==> src/rtl/beat_gen.sv <==
// beat_gen: machine-cycle beat sequencer.
// Emits the W1/W2/W3 beats of each machine cycle, one beat per rising t3
// edge, under control of start, single-step, short, long and stop requests.
//
// Ports:
//   t3       in   beat clock, state advances on the rising edge
//   clr      in   asynchronous active-low reset
//   qd       in   start request level; a start is a 0->1 edge sampled on t3
//   step     in   1 = halt after every completed machine cycle
//   short    in   current cycle ends after W1
//   long     in   current cycle extends to W3
//   stop     in   halt at the end of the current beat
//   w1/w2/w3 out  beat strobes, at most one high
//   running  out  high while any beat is active
//   cyc_cnt  out  completed machine cycle count, wraps
//
// state  | meaning
// IDLE   | halted, waiting for a qd 0->1 edge
// W1     | first beat of a machine cycle
// W2     | second beat
// W3     | third beat, only when long was seen in W2
module beat_gen #(
  parameter int CNT_W = 16
) (
  input  logic             t3,
  input  logic             clr,
  input  logic             qd,
  input  logic             step,
  input  logic             short,
  input  logic             long,
  input  logic             stop,
  output logic             w1,
  output logic             w2,
  output logic             w3,
  output logic             running,
  output logic [CNT_W-1:0] cyc_cnt
);

  typedef enum logic [1:0] {
    S_IDLE = 2'd0,
    S_W1   = 2'd1,
    S_W2   = 2'd2,
    S_W3   = 2'd3
  } state_t;

  state_t           state_q, state_d;
  logic             qd_q, qd_d;
  logic [CNT_W-1:0] cnt_q, cnt_d;
  logic             start;
  logic             cycle_done;
  state_t           end_state;

  // qd_q resets high so a switch held on through reset cannot start us.
  always_ff @(posedge t3 or negedge clr) begin
    if (!clr) begin
      state_q <= S_IDLE;
      qd_q    <= 1'b1;
      cnt_q   <= '0;
    end else begin
      state_q <= state_d;
      qd_q    <= qd_d;
      cnt_q   <= cnt_d;
    end
  end

  always_comb begin
    qd_d       = qd;
    start      = qd & ~qd_q;
    state_d    = state_q;
    end_state  = step ? S_IDLE : S_W1;

    case (state_q)
      S_IDLE: begin
        if (start) state_d = S_W1;
      end
      S_W1: begin
        if (stop)       state_d = S_IDLE;
        else if (short) state_d = end_state;
        else            state_d = S_W2;
      end
      S_W2: begin
        if (stop)      state_d = S_IDLE;
        else if (long) state_d = S_W3;
        else           state_d = end_state;
      end
      S_W3: begin
        if (stop) state_d = S_IDLE;
        else      state_d = end_state;
      end
      default: state_d = S_IDLE;
    endcase

    // Any exit from an active beat back to W1 or IDLE closes a cycle,
    // including stop-terminated ones.
    cycle_done = (state_q != S_IDLE) &&
                 ((state_d == S_IDLE) || (state_d == S_W1));
    cnt_d      = cycle_done ? cnt_q + 1'b1 : cnt_q;
  end

  always_comb begin
    w1      = (state_q == S_W1);
    w2      = (state_q == S_W2);
    w3      = (state_q == S_W3);
    running = (state_q != S_IDLE);
    cyc_cnt = cnt_q;
  end

endmodule

==> config.mk <==
export PLATFORM = sky130hd
export DESIGN_NAME = beat_gen
export DESIGN_NICKNAME = d
export VERILOG_FILES = /design/src/rtl/beat_gen.sv
export SDC_FILE = /design/constraint.sdc
export NUM_CORES = 1
export LEC_CHECK = 0
export CORE_MARGIN = 1
export CORE_UTILIZATION = 45
export CTS_CLUSTER_DIAMETER = 60
export DETAILED_ROUTE_END_ITERATION = 6
export PLACE_DENSITY_LB_ADDON = 0.1
export SLEW_MARGIN = 15
export SYNTH_ARGS = -nofsm -noshare
export SYNTH_HDL_FRONTEND = slang
export SYNTH_SLANG_ARGS = --single-unit
==> constraint.sdc <==
create_clock -name t3 -period 1.9 [get_ports t3]
set_clock_uncertainty 0.1 [all_clocks]
set_input_delay 0.285 -clock t3 [delete_from_list [all_inputs] [get_ports t3]]
set_output_delay 0.285 -clock t3 [all_outputs]
set_load 0.02 [all_outputs]
==> metrics.txt <==
status finished clean; R2R cell count 5; Req. time, crit path 1.51 ns; Cell variety after synth 24; # nets final 121; std cell rows 15; residual DRC count 0; placed wire-length estimate about 1300 µm; critical path type flip-flop to output port; Max Root-Sink Buffers 2; CP peak stage delay between 0.6 and 0.7 ns; clk sinks 19; GRT Resource Usage Total a little under a fifth; CTS tree built; initial antenna violation count 0; switching power total approximately 500 µW; critical path arrival 1.37 ns; CP Capture Type output port; Routed WL roughly 1700 µm; Yosys top cell area share a little over 50%; mean post-synth cell area 11.31 µm²; Clock Latency Late Sink just under 0.3 ns; first-pass GRT wire length ~2800 µm; drt via density 5.117; synthesis warning total 0; DRT Pass-1 Iters 4; DR vias around 700; Max Slew Vio Count 0; Core ar. ~1800 µm²; VDD IR max about 0.00070 V; Area Overhead vs Synth 39.43%; Bufs and invs on worst path 1; Slew headroom around 75%; CP startpoint kind flip-flop; # IOs 27; most frequent cells in the layout 22 x clkdlybuf4s50_1, 17 x dfrtp_1, 14 x xnor2_1, 7 x and3_1, 6 x nand2_1; delay-heaviest family, CP buffers and inverters; Seq/Total Area, Yosys between 50 and 60%; Final Hold Fails 0; worst hold path type primary input to async pin; Setup Viol. Count Final 0; Worst-Margin Slew around 0.37 ns; flops & latches, synth 19; starting density of the core about half; power per cell area ~1100 nW/µm²; reg2reg setup slack between 0.3 and 0.4 ns; fin crit share ~92%; Clk pwr share roughly 15%; crit path time final roughly 1.8 ns; switch share between 30% and 40%; Syn Nets 86; die area approximately 2100 µm²; Antenna diodes 0; Iter 0 DRT Violations 16; Synth Cell Area slightly below 900 µm²; layout cells sized above 1 between 10% and 20%; Port Buffers 26; Chip Width between 40 and 50 µm; leading area contributor after synthesis dfrtp_1; die span in y 46.28 µm; critical path's slowest cell clkdlybuf4s50_1; Comb pwr share 42.4%; largest fanout on the critical path 5; P_leak about 0.54 nW; Syn Inst Count between 70 and 80; top post-synthesis cells by area dfrtp_1 51%, xnor2_1 14%, and3_1 5.0%; Sum Neg Setup Slack 0 ns; clock root buffer clkbuf_4; CTS Buf Count 3; DR WL/cell 12.38 µm; RSZ-0062 raised after global routing no; clk slew on worst S/H paths 0.11 ns; grt ovf 0; Fin Hold WS around 0.22 ns; register share of total power 42.8%; most common cell after layout, fill and taps aside clkdlybuf4s50_1; FF-to-FF Start state_q[0]; crit path cell chain clkdlybuf4s50_1; fmax ~0.57 GHz; vias in the first global route 625; Max Cap Viol 0; H-Tree Depth 1; Post-DRT Antenna Nets 0; internal power ~840 µW; placer's final routability congestion estimate 0.7460; Reg2Reg Capture Point cyc_cnt[13]; largest net degree at the start of global routing 20
-- what timing repair did --
| action | 4_1_cts | 5_1_grt |
|---|---|---|
| setup buffers | 1 | 0 |
| hold buffers | 0 | 0 |
| setup endpoints to repair | 4 | 1 |
| gates resized for setup | 4 | 1 |
-- per-stage QoR --
stage                     power [mW]  setup slack, ns  std cells  cell area [µm²]  utilization [%]
after floorplan               0.8842           0.4867         78            882.1                -
after global placement         1.137          0.02564        132             1196            67.09
after detailed placement       1.149         -0.01104        132             1196            67.09
after CTS                      1.357         0.002592        137             1227            68.84
after global routing           1.434          0.07817        137             1230            68.98
final                          1.342           0.1427        137             1230            68.98
-- cell families after synthesis --
| family | Yosys count | synth area share [%] |
|---|---|---|
| buffers and inverters | 2 | 0.8502 |
| muxes | 1 | 1.277 |
| xor gates and xnor gates | 15 | 14.89 |
| DFF | 19 | 54.04 |
| adders and majority gates | 1 | 1.418 |
| AOI/OAI and AO/OA | 6 | 6.525 |
| and+or+nand+nor | 34 | 20.99 |
-- synth_stat cells --
cell,n
o21ai_2,1
and3_1,7
xor2_1,1
a21oi_1,1
mux2_2,1
inv_1,1
nor2_1,5
dfrtp_1,18
nand4_1,5
nand2b_1,1
o22a_1,1
nor2b_1,1
ha_1,1
nand2_1,6
and4_1,1
nand3_1,5
inv_2,1
a31oi_1,1
xnor2_1,14
dfstp_2,1
nor3_1,2
a211oi_4,1
a21oi_2,1
nor3b_2,1
-- power groups by stage --
stage	Combinational, mW	Sequential (mW)	Clock (mW)
2_1_floorplan	0.241	0.643	0
3_3_place_gp	0.555	0.582	0
3_5_place_dp	0.561	0.588	0
4_1_cts	0.578	0.572	0.207
5_1_grt	0.622	0.588	0.225
6_report	0.569	0.574	0.199
-- state kept, by name (all words and copies together) (netlist names) --
| register | flops |
|---|---|
| cyc_cnt | 16 |
| qd_q | 1 |
| state_q | 2 |
-- metal layers --
metal	global-route usage (%)	share of wire (%)
met3	4.706	3.8
met5	0	0
met2	28.17	49
met4	8.824	0.83
met1	25.12	46
-- cell type report --
cell class                 instances  area, µm²
clock buffer                       4      26.28
fill                             139      553.0
inverter                           2      7.507
multi-input combinational         57      397.9
sequential                        19      478.0
tap                               25      31.28
timing repair buffer              30      289.0
-- worst max path at each step --
stage	start	endpoint	cells past startpoint
floorplan	cyc_cnt[5]	cyc_cnt[11]	4
detailed placement	stop	cyc_cnt[13]	5
CTS	state_q[1]	running	3
global placement	stop	cyc_cnt[13]	5
global route	cyc_cnt[7]	cyc_cnt[7]	1
finish	cyc_cnt[7]	cyc_cnt[7]	1
Note: power is estimated with default switching activity, not from simulation.
